### config.mk
export PLATFORM = sky130hd
export DESIGN_NAME = instr_mem_loader
export DESIGN_NICKNAME = d
export VERILOG_FILES = /design/src/rtl/instr_mem_loader.sv
export SDC_FILE = /design/constraint.sdc
export NUM_CORES = 1
export LEC_CHECK = 0
export BUFFER_PORTS_ARGS = -buffer_cell sky130_fd_sc_hd__buf_2
export CAP_MARGIN = 30
export CORE_MARGIN = 10
export CORE_UTILIZATION = 50
export CTS_CLUSTER_DIAMETER = 50
export CTS_CLUSTER_SIZE = 12
export DETAILED_ROUTE_END_ITERATION = 7
export GPL_ROUTABILITY_DRIVEN = 0
export PLACE_DENSITY_LB_ADDON = 0.2
export SLEW_MARGIN = 10
export SYNTH_ARGS = -nofsm -noshare
export SYNTH_HDL_FRONTEND = slang
export SYNTH_SLANG_ARGS = --single-unit
### constraint.sdc
create_clock -name clk -period 4.2 [get_ports clk]
set_clock_uncertainty 0.2 [all_clocks]
set_input_delay 0.21 -clock clk [delete_from_list [all_inputs] [get_ports clk]]
set_output_delay 0.21 -clock clk [all_outputs]
set_load 0.005 [all_outputs]
### src/rtl/instr_mem_loader.sv
// instr_mem_loader: filters a framed byte stream by node ID and writes little-endian words into instruction RAM
module instr_mem_loader #(
  parameter int SIZE    = 128,
  parameter int NODE_ID = 0,
  parameter int AW      = 7
) (
  input  logic          clk,
  input  logic          rst_n,
  input  logic          in_valid,
  output logic          in_ready,
  input  logic [7:0]    in_data,
  output logic          we,
  output logic [AW-1:0] waddr,
  output logic [31:0]   wdata,
  output logic          cpu_hold,
  output logic          load_done,
  output logic          load_err
);
  typedef enum logic [2:0] {HDR, CNT_LO, CNT_HI, DATA, DONE} state_t;
  state_t state_q, state_d;
  logic match_q, match_d, hold_q, hold_d, err_q, err_d, we_q, we_d;
  logic [15:0] cnt_q, cnt_d, word_q, word_d;
  logic [1:0] byte_q, byte_d;
  logic [23:0] asm_q, asm_d;
  logic [AW-1:0] waddr_q, waddr_d;
  logic [31:0] wdata_q, wdata_d;
  logic acc, in_range;
  assign in_ready  = state_q != DONE;
  assign acc       = in_valid && in_ready;
  assign in_range  = 32'(word_q) < SIZE;
  assign we        = we_q;
  assign waddr     = waddr_q;
  assign wdata     = wdata_q;
  assign cpu_hold  = hold_q;
  assign load_err  = err_q;
  assign load_done = state_q == DONE && match_q;
  always_comb begin
    state_d = state_q;
    match_d = match_q;
    hold_d  = hold_q;
    err_d   = err_q;
    cnt_d   = cnt_q;
    word_d  = word_q;
    byte_d  = byte_q;
    asm_d   = asm_q;
    waddr_d = waddr_q;
    wdata_d = wdata_q;
    we_d    = 1'b0;
    case (state_q)
      HDR: if (acc) begin
        match_d = in_data == 8'(NODE_ID) || in_data == 8'hFF;
        hold_d  = match_d;
        err_d   = 1'b0;
        state_d = CNT_LO;
      end
      CNT_LO: if (acc) begin
        cnt_d[7:0] = in_data;
        state_d    = CNT_HI;
      end
      CNT_HI: if (acc) begin
        cnt_d[15:8] = in_data;
        word_d      = '0;
        byte_d      = '0;
        state_d     = cnt_d == 16'd0 ? DONE : DATA;
      end
      DATA: if (acc) begin
        // bytes arrive LSB first, so shifting in from the top leaves them in order
        asm_d  = {in_data, asm_q[23:8]};
        byte_d = byte_q + 2'd1;
        if (byte_q == 2'd3) begin
          we_d    = match_q && in_range;
          err_d   = err_q || (match_q && !in_range);
          waddr_d = word_q[AW-1:0];
          wdata_d = {in_data, asm_q};
          word_d  = word_q + 16'd1;
          state_d = word_q == cnt_q - 16'd1 ? DONE : DATA;
        end
      end
      default: begin
        hold_d  = 1'b0;
        state_d = HDR;
      end
    endcase
  end
  always_ff @(posedge clk or negedge rst_n) begin
    if (!rst_n) begin
      state_q <= HDR;
      match_q <= 1'b0;
      hold_q  <= 1'b0;
      err_q   <= 1'b0;
      we_q    <= 1'b0;
      cnt_q   <= '0;
      word_q  <= '0;
      byte_q  <= '0;
      asm_q   <= '0;
      waddr_q <= '0;
      wdata_q <= '0;
    end else begin
      state_q <= state_d;
      match_q <= match_d;
      hold_q  <= hold_d;
      err_q   <= err_d;
      we_q    <= we_d;
      cnt_q   <= cnt_d;
      word_q  <= word_d;
      byte_q  <= byte_d;
      asm_q   <= asm_d;
      waddr_q <= waddr_d;
      wdata_q <= wdata_d;
    end
  end
endmodule

======== Yosys cells after proc, flatten, opt, wreduce, memory -nomap -nowiden ========
Cells that the tools add are included.
storage, ports and cells
  bits in read-only memories .............. 0
  logic and storage cells ................. 77
  memories ................................ 0
  bits in latches ......................... 0
  RAM bits ................................ 0
  bits in registers ....................... 104
  bits of input ports ..................... 11
cells by class
  multipliers ............................. 0
  equality and inequality tests ........... 13
  bitwise operators ....................... 1
  reductions and logical operators ........ 23
  div/mod/pow operators ................... 0
  magnitude comparators ................... 1
  mux-type cells .......................... 24
  shift-type cells ........................ 0
  add/sub/neg operators ................... 3
operator list
  kind                                                         count
  two-way mux 16 bit                                           3
  one-hot mux 16 bit (2 select lines)                          1
  two-way mux 3 bit                                            7
  adder 16 x 1 -> 16 bit, second input constant                1
  equality test 16 bit                                         1
  zero test 16 bit                                             1
  less-than comparator 16 x 8 -> 1 bit, second input constant  1
  subtractor 16 x 1 -> 16 bit, second input constant           1
  one-hot mux 3 bit (4 select lines)                           1
  inequality test 2 bit, second input constant                 5
  AND reduction 2 bit                                          5
  equality test 8 bit, second input constant                   1
  zero test 8 bit                                              1
  AND reduction 4 bit                                          2
  two-way mux 1 bit                                            7
  equality test 3 x 2 -> 1 bit, second input constant          2
  AND reduction 3 bit                                          2
  AND reduction 5 bit                                          1
  logical AND 1 bit                                            4
  two-way mux 2 bit                                            2
  one-hot mux 1 bit (2 select lines)                           2
  one-hot mux 2 bit (2 select lines)                           1
  nonzero test 2 bit                                           2
  equality test 3 x 1 -> 1 bit, second input constant          1
  other kinds (9)                                              10

======== Longest topological paths before layout ========
Gate-level depths: netlist (run 1).
  depth in word-level cells ............... 7
  depth in mapped cells ................... 10

======== Worst setup path after synthesis (run 1) ========
No wires, ideal clock.
  path type ............................... register to register
  from .................................... register cnt_q[0]
  to ...................................... register state_q[0]
  slack ................................... 1.786 ns
  clock period less this slack ............ 2.414 ns
  setup time .............................. 0.120 ns
  data required time ...................... 3.880 ns
  cell stages (with the launch flop) ...... 10
  arrival time ............................ 2.094 ns
  path through ............................ dfrtp_1 inv_1 ha_1 or4b_1 buf_2 xor2_1 nor3b_2 o32ai_1 nand4b_4 a31o_1
between the ends
  word-level cells in the longest chain between the ends .. 6
RTL lines
  item                                    line  source
  start: declaration                      22    logic [15:0] cnt_q, cnt_d, word_q, word_d;
  start signal: assignment                104   cnt_q <= cnt_d;
  subtractor 16 x 1 -> 16 bit             76    state_d = word_q == cnt_q - 16'd1 ? DONE : DATA;
  equality test 16 bit                    76
  two-way mux 3 bit                       76
  two-way mux 3 bit                       70    if (byte_q == 2'd3) begin
  two-way mux 3 bit                       66    DATA: if (acc) begin
  one-hot mux 3 bit (4 select lines) (*)  49    case (state_q)
  end signal: assignment                  99    state_q <= state_d;
  end: declaration                        20    state_t state_q, state_d;
Every way passes the cells marked *; elsewhere a longest branch is shown, timed or not. The select of a mux whose other input is x is not followed.
A chain may end at the register's enable or synchronous reset.

======== Worst setup path after layout (run 1) ========
  from .................................... input port in_valid
  to ...................................... register word_q[14]
between the ends
  word-level cells in the longest chain between the ends .. 3
RTL lines
  item                                      line  source
  start: declaration                        9     input logic in_valid,
  logical AND 1 bit (*)                     29    assign acc = in_valid && in_ready;
  inequality test 2 bit (no source line)    --
  AND reduction 4 bit (no source line) (*)  --
  end signal: assignment                    105   word_q <= word_d;
  end: declaration                          22
Every way passes the cells marked *; elsewhere a longest branch is shown, timed or not.

==> results.toml, run 1 <==
[run_status]
status = "completed"

[power_and_ir_drop]
swShare = 0.3488
power.total_mw = 3.044
switchingPower_mw = 1.062
p_seq_frac = 0.500
peakVddDrop_uv = 274.9
power-per-cell-area_nw_per_um2 = 551.0
p_int_mw = 1.982
p_leak_nw = 2.803
pwr-share-comb = 0.297
clock_power_share = 0.203

[setup_path]
required_ns = 4.29
rr_worst_depth = 6
path_max_fanout = 23
reg2reg_to = "word_q[14]"
r2r_slack_ns = 1.40
crit_path_start = "in_valid"
crit_arrival_ns = 2.90
worstSetupPathType = "primary input to register"
startpoint_type = "primary input"
critPathCaptureType = "register"
crit_end = "word_q[14]"
rr_startpoint = "state_q[0]"

[placed_design]
place_hpwl_mm = 7.784
placed_cell_area_um2 = 5233
dp_slack_ns = 1.448
place_inst = 692
io_buffers = 54

[cts]
clkLatencyLatePin_ns = 0.37
root_buffer = "clkbuf_8"
cts_tree = "built"
numCtsBuffers = 9
post_cts_buffers = 0
clock-sinks = 104
clk_pin_slew_ns = 0.10
clockBufferDepth = 2
h-tree-depth = 3

[detailed_routing]
vias_per_cell = 5.237
firstDrtPassIters = 5
routed_wirelength_mm = 10.90
wl_per_cell_um = 15.21
ant_nets = 0
routed-via-count = 3755
drc = 0
initialDrtViolationCount = 205

[global_routing]
grt_overflow_total = 0
grt_pass1_vias = 3754
grt_pass1_wl_mm = 19.00
grt_max_degree = 69
antenna_found_initial = 0
track_usage = 0.1611

[timing]
setup_violations = 0
period_minus_slack_ns = 2.809
setup_ws_ns = 1.391
fin_crit_sh = 0.6687
rsz0062_at_grt = "false"
hold_violations = 0
hold_ws_ns = 0.2758
drv_slew = 0
tns_ns = 0
fmax_mhz = 356.1
relSlewSlack = 0.4283
max_slew.worst_pin.slew_ns = 0.8555

[finish]
fill_cells = 894
n_antenna_cell = 0
nets = 594
regArea_um2 = 2603
finalInstanceArea_um2 = 5524
area_growth_pct = 13.15
fin_cells = 717
final_util = 0.5731
drive_gt1_frac = 0.1747
multi_input_area_um2 = 2138

[logic_synthesis]
synth_fp_nets = 545
async_reset_ff_frac = 1.000
ys_warn_count = 0
synth_cell_type_count = 55
ys_seq_area_frac = 0.5331
avgSynthCellArea_um2 = 9.194
synth_edf_count = 0
yosys_most_used_dff = "dfrtp_1"
netlist_area_um2 = 4882
syn_inst = 531
synth_seq_cells = 104

[worst_hold_path]
min_path_type = "primary input to asynchronous set/reset pin"

[die]
num_rows = 36
die_w_um = 118.8
die-area_um2 = 14120
start_util = 0.5065
coreArea_um2 = 9639
die_h_um = 118.8
ios = 55

[run]
drv_cap = 0
-- critical path: stages --
cell and delay, ns:
dlygate4sd3_1 0.55, buf_2 0.21, and4bb_2 0.62, a21oi_1 0.17, nor3_1 0.32, nand4_1 0.24
or3_1 0.41, a21oi_1 0.17
-- per-layer routing --
layer / wire length, um / global-route usage / vias up
li1: - / - / 1839
met1: 5081 / 0.2097 / 1810
met2: 5113 / 0.2545 / 94
met3: 535 / 0.04204 / 12
met4: 174 / 0.05802 / 0
met5: 0 / 0 / -
-- worst min path at each step --
stage	end	slack, ns	cells after the start
after floorplan	asm_q[0]	-0.29	0
after global placement	wdata[5]	0.16	1
after detailed placement	wdata[6]	0.18	1
after CTS	wdata[0]	0.28	2
after global routing	wdata[1]	0.30	2
final	wdata[4]	0.28	2
-- layout make-up --
class	instances	share of cell area
clock buffers	9	0.02242
clock inverters	6	0.01223
inverters	4	0.002718
multi-input cells	392	0.3871
flip-flops and latches	104	0.4711
well taps	133	0.03012
repair buffers	69	0.07429
-- logic make-up after synthesis --
kind of cell    count (synthesis)  share of synthesized area
fa+ha+maj                       3                   0.007689
mux                            15                    0.03434
xor+xnor                       35                    0.06586
buf+inv                        35                    0.02896
flops                         104                     0.5331
compound gates                 39                    0.04998
simple gates                  300                     0.2801
-- state kept, by name, summed over array words and instances (netlist names) --
signal and flops:
we 1, wdata 32, match_q 1, byte_q 2, asm_q 24, cpu_hold 1
cnt_q 16, waddr 7, word_q 16, load_err 1, state_q 3
-- power groups by stage --
| stage | registers [mW] | clock network (mW) | logic (mW) |
|---|---|---|---|
| 2_1_floorplan | 1.50 | 0 | 0.598 |
| 3_3_place_gp | 1.53 | 0 | 0.884 |
| 3_5_place_dp | 1.54 | 0 | 0.908 |
| 4_1_cts | 1.53 | 0.633 | 0.923 |
| 5_1_grt | 1.57 | 0.682 | 1.03 |
| 6_report | 1.52 | 0.619 | 0.902 |
-- placed cells by master, fill, tap and decap left out, types with 5 or more instances in the layout --
master	Yosys	routed
nand3_1	5	5
clkbuf_8	0	9
dfrtp_1	104	104
o21ai_0	10	10
a21oi_1	8	8
nor2_1	26	26
nand2_1	218	218
xnor2_1	16	16
xor2_1	18	18
nand4_1	10	10
buf_4	2	6
buf_2	2	53
mux2_2	14	14
dlygate4sd3_1	0	10
nor4_1	5	5
-- repair_timing --
action,4_1_cts,5_1_grt
endpoints found under the hold margin,100,0
gates resized for setup,0,0
hold buffers,10,0
-- synthesized netlist by cell type (4+ instances only) --
cell type  count  area (um^2)
nand2_1      218        818.3
dfrtp_1      104         2603
nor2_1        26        97.59
clkbuf_1      24        90.09
xor2_1        18        157.7
xnor2_1       16        140.1
mux2_2        14        157.7
nand4_1       10        62.56
o21ai_0       10        50.05
a21oi_1        8        40.04
nand3_1        5        25.02
nor4_1         5        31.28
a31oi_1        4        25.02
inv_1          4        15.01
nor3_1         4        20.02
Power figures use the tool's default switching activity.
==> inputs of run 2 (changes only) <==
Clock period 4.2 ns to 2.3 ns, I/O delays scaled along.
==> run 2 against run 1 <==
  * The flow now finishes with violations (negative setup slack)
  * Highest routed layer unchanged
  * Die area unchanged
  * Register-to-register slack worse by 1.4 ns
  * Largest cell class unchanged
  * Via count increased by 3.4%
  * Worst hold slack lost 0.22 ns
  * Global-route usage rose by 0.25 points
  * Combinational power rose by 110%
  * Largest power group unchanged
  * Worst setup slack got worse by 1.4 ns
  * Sequential share of layout area down 2.5 points
==> results.toml, run 2 (synthesis results as in run 1) <==
[setup_path]
required_ns = 2.36
critPathCaptureType = "register"
rr_startpoint = "cnt_q[1]"
cp_slowest_cell = "or4b_4"
reg2reg_to = "state_q[0]"
path_max_fanout = 5
startpoint_type = "register"
path_delay_family = "simple AND/OR/NAND/NOR gates"
slowest_delay_ns = 0.53
rr_worst_depth = 8
crit_arrival_ns = 2.39
crit_chain = "inv_2 > ha_4 > or4b_4 > xor2_2 > nor3b_2 > o32ai_2 > nand4b_4 > a31o_1"
worstSetupPathType = "register to register"
cp_num_buf_inv = 1
r2r_slack_ns = -0.03

[run_status]
status = "finished with violations"
violations = "negative setup slack"

[cts]
clockBufferDepth = 2
numCtsBuffers = 9
root_buffer = "clkbuf_8"
clkLatencyLatePin_ns = 0.37
cts_tree = "built"
h-tree-depth = 3
clk_pin_slew_ns = 0.10
clock-sinks = 104

[power_and_ir_drop]
p_leak_nw = 2.974
switchingPower_mw = 2.021
power.total_mw = 5.832
clock_power_share = 0.204
power-per-cell-area_nw_per_um2 = 1001
p_int_mw = 3.810
p_seq_frac = 0.468
swShare = 0.3466
pwr-share-comb = 0.329
peakVddDrop_uv = 533.6

[timing]
setup_violations = 1
setup_ws_ns = -0.03079
rsz0062_at_grt = "true"
fin_crit_sh = 1.013
max_slew.worst_pin.slew_ns = 0.5404
hold_violations = 0
relSlewSlack = 0.6397
fmax_mhz = 429.0
drv_slew = 0
period_minus_slack_ns = 2.331
hold_ws_ns = 0.05661
tns_ns = -0.03079

[die]
num_rows = 36
start_util = 0.5065
ios = 55
coreArea_um2 = 9639
die-area_um2 = 14120
die_w_um = 118.8
die_h_um = 118.8

[finish]
nets = 622
drive_gt1_frac = 0.2288
n_antenna_cell = 0
area_growth_pct = 19.37
layout_commonest_cell = "nand2_1"
final_cell_mix = "nand2_1, dfrtp_1, buf_2"
largest_reg_flops = 32
fill_cells = 868
final_util = 0.6046

[detailed_routing]
routed-via-count = 3884
routed_wirelength_mm = 11.35
wl_per_cell_um = 15.24
vias_per_cell = 5.213
firstDrtPassIters = 4
ant_nets = 0
initialDrtViolationCount = 223
drc = 0

[global_routing]
grt_overflow_total = 0
antenna_found_initial = 0
grt_pass1_vias = 3976
grt_max_degree = 43
track_usage = 0.1636
grt_pass1_wl_mm = 19.34

[worst_hold_path]
min_path_type = "primary input to asynchronous set/reset pin"

[placed_design]
place_hpwl_mm = 8.126
io_buffers = 54

[run]
drv_cap = 0
run 2: cell count changes in the layout (fill, tap and decap cells not counted), sizes merged:
cell	before	now
buf	59	87
clkbuf	9	10
clkinv	2	1
clkinvlp	1	0
inv	6	7
run 2: repair_timing:
action / in CTS / in global routing
gates resized for setup: 1 / 11
pin swaps: 1 / 6
hold endpoints to repair: 114 / 0
hold buffers: 10 / 0
endpoints found under the setup margin: 1 / 40
buffers inserted: 3 / 0
run 2: how the worst max path moves through the flow:
stage / startpoint / endpoint / slack, ns / cells after the start
finish: cnt_q[1] / state_q[0] / -0.03 / 8
global route: cnt_q[1] / state_q[0] / -0.12 / 8
CTS: cnt_q[1] / state_q[0] / 0.008 / 8
detailed placement: cnt_q[1] / state_q[0] / -0.001 / 8
global placement: cnt_q[1] / state_q[0] / 0.05 / 8
floorplan: cnt_q[0] / state_q[0] / -0.01 / 9
run 2: cell type report:
type / instances / area, um^2 / share of cell area
clock buffers: 10 / 137.6 / 0.02362
repair buffers: 97 / 643.1 / 0.1103
well taps: 133 / 166.4 / 0.02855
multi-input cells: 392 / 2200 / 0.3774
inverters: 4 / 15.01 / 0.002576
clock inverters: 5 / 63.81 / 0.01095
flip-flops and latches: 104 / 2603 / 0.4465
run 2: through the flow:
step	setup slack (ns)	std cells	instance area [um^2]
after floorplan	-0.01432	531	4905
after global placement	0.04624	717	5449
after detailed placement	-0.0009761	717	5449
after CTS	0.008156	745	5781
after global routing	-0.1155	745	5828
final	-0.03079	745	5828
run 2: worst reg2reg max path, cell delays in order (launching register included):
cell and delay (ns):
dfrtp_1 0.41, inv_2 0.09, ha_4 0.13, or4b_4 0.53, xor2_2 0.18, nor3b_2 0.18, o32ai_2 0.09, nand4b_4 0.19
a31o_1 0.23
run 2: routing by layer:
metal / wire, um / global-route usage / vias up
met5: 0 / 0 / -
met4: 138 / 0.06336 / 0
met3: 467 / 0.02740 / 11
met2: 5474 / 0.2681 / 75
met1: 5271 / 0.2128 / 1908
li1: - / - / 1890
run 2: power groups by stage:
stage                     clock (mW)  sequential, mW  combinational, mW
after floorplan                    0            2.74               1.11
after global placement             0            2.74               1.80
after detailed placement           0            2.76               1.86
after global routing            1.29            2.81               2.16
after CTS                       1.22            2.73               1.90
final                           1.19            2.73               1.92
==> inputs of run 3 (changes only) <==
Settings changed: BUFFER_PORTS_ARGS -buffer_cell sky130_fd_sc_hd__buf_2 to not set, DONT_BUFFER_PORTS set to 1.
==> run 3 against run 2 <==
  * The flow finishes with violations (negative hold slack, negative setup slack)
  * Combinational power decreased by 22%
  * Register-to-register slack is essentially flat
  * Worst setup slack better by 0.0045 ns
  * Fmax up 0.19%
  * Sequential power grew 4%
  * Non-clock buffer count shrank 58
  * Clock-buffer cell count down 1
  * Via count decreased by 6.2%
  * First-iteration DRC count decreased by 11%
  * Critical path type unchanged
==> results.toml, run 3 (synthesis results as in run 1) <==
[setup_path]
reg2reg_to = "state_q[0]"
required_ns = 2.36
r2r_slack_ns = -0.03
crit_path_start = "cnt_q[1]"
rr_startpoint = "cnt_q[1]"
rr_worst_depth = 8
path_max_fanout = 6
worstSetupPathType = "register to register"
startpoint_type = "register"
crit_arrival_ns = 2.39
crit_end = "state_q[0]"
critPathCaptureType = "register"

[cts]
cts_tree = "built"
clkLatencyLatePin_ns = 0.38
clockBufferDepth = 2
h-tree-depth = 3
root_buffer = "clkbuf_8"
clock-sinks = 104
numCtsBuffers = 9
clk_pin_slew_ns = 0.11
hold_buffers = 11

[timing]
hold_ws_ns = -0.7821
rsz0062_at_grt = "true"
max_slew.worst_pin.slew_ns = 0.4781
period_minus_slack_ns = 2.326
setup_violations = 1
fin_crit_sh = 1.011
drv_slew = 0
hold_violations = 104
tns_ns = -0.02632
fmax_mhz = 429.9
setup_ws_ns = -0.02632
relSlewSlack = 0.6768

[finish]
drive_gt1_frac = 0.1423
final_cell_mix = "nand2_1, dfrtp_1, nor2_1, buf_4, xor2_1"
area_growth_pct = 12.10
finalInstanceArea_um2 = 5473
largest_reg_flops = 32
fin_cells = 689
nets = 564
layout_commonest_cell = "nand2_1"

[run]
drv_cap = 0

[detailed_routing]
ant_nets = 0
initialDrtViolationCount = 199
drc = 0
routed-via-count = 3643
vias_per_cell = 5.287
wl_per_cell_um = 16.25
routed_wirelength_mm = 11.20
firstDrtPassIters = 4

[die]
num_rows = 36
die_h_um = 118.8
die-area_um2 = 14120
coreArea_um2 = 9639
die_w_um = 118.8
start_util = 0.5065
ios = 55

[power_and_ir_drop]
power.total_mw = 5.392
power-per-cell-area_nw_per_um2 = 985.2
swShare = 0.3587
peakVddDrop_uv = 583.9
clock_power_share = 0.197
p_leak_nw = 2.666
p_seq_frac = 0.527
pwr-share-comb = 0.276
p_int_mw = 3.458
switchingPower_mw = 1.934

[placed_design]
dp_slack_ns = -0.05977
place_hpwl_mm = 7.747
placed_cell_area_um2 = 5141
place_inst = 660
io_buffers = 0

[worst_hold_path]
min_path_type = "primary input to asynchronous set/reset pin"

[global_routing]
grt_overflow_total = 0
antenna_found_initial = 1
grt_pass1_vias = 3647
grt_max_degree = 105
track_usage = 0.1640
grt_pass1_wl_mm = 19.02

[run_status]
status = "finished with violations"
violations = "negative hold slack, negative setup slack"
run 3: cell types whose count changed in the layout (fill, tap and decap cells not counted), moves of 2 or more:
cell	change
buf_2	-52
buf_4	-6
clkinv_4	+2
nor3_1	-2
nor3_2	+2
run 3: worst min-delay path by stage:
stage / slack (ns) / depth (start not counted) / end
2_1_floorplan: -0.38 / 0 / asm_q[0]
3_3_place_gp: -0.38 / 0 / wdata[4]
3_5_place_dp: -0.38 / 0 / wdata[4]
4_1_cts: -0.79 / 0 / cnt_q[9]
5_1_grt: -0.81 / 0 / wdata[5]
6_report: -0.78 / 0 / wdata[6]
run 3: metal layers:
layer | track usage | part of all wire | vias to the layer above
li1 | - | - | 1781
met1 | 0.2118 | 0.46 | 1762
met2 | 0.2597 | 0.47 | 84
met3 | 0.04535 | 0.062 | 16
met4 | 0.05802 | 0.015 | 0
met5 | 0 | 0 | -
run 3: what timing repair did:
item	in CTS	in global routing
endpoints found under the setup margin	1	26
pin swaps	3	1
buffers inserted	1	0
resized for setup	1	6
hold endpoints to repair	145	104
gates cloned	0	0
run 3: final cells by class:
class	count	area, um^2
Tap cell	133	166.4
Clock buffer	9	123.9
Inverter	4	15.01
Multi-Input combinational cell	392	2180
Timing Repair Buffer	39	327.8
Antenna cell	1	2.502
Clock inverter	7	55.05
Sequential cell	104	2603
Fill cell	891	4167
run 3: critical path, stage by stage, from the launching register on:
cell,delay (ns)
dfrtp_1,0.40
inv_2,0.08
ha_4,0.13
or4b_4,0.53
xor2_2,0.18
nor3b_2,0.17
o32ai_1,0.09
nand4b_4,0.20
a31o_1,0.23
run 3: power by group through the flow:
stage	clock network, mW	registers [mW]	logic, mW
3_3_place_gp	0	2.87	1.38
5_1_grt	1.16	2.93	1.69
2_1_floorplan	0	2.74	1.11
3_5_place_dp	0	2.89	1.43
6_report	1.06	2.84	1.49
4_1_cts	1.09	2.85	1.48
run 3: per-stage QoR:
step           hold WS (ns)  utilization
3_5_place_dp        -0.3758       0.5334
2_1_floorplan       -0.3806            -
5_1_grt             -0.8082       0.5678
4_1_cts             -0.7921       0.5649
6_report            -0.7821       0.5678
3_3_place_gp        -0.3752       0.5334
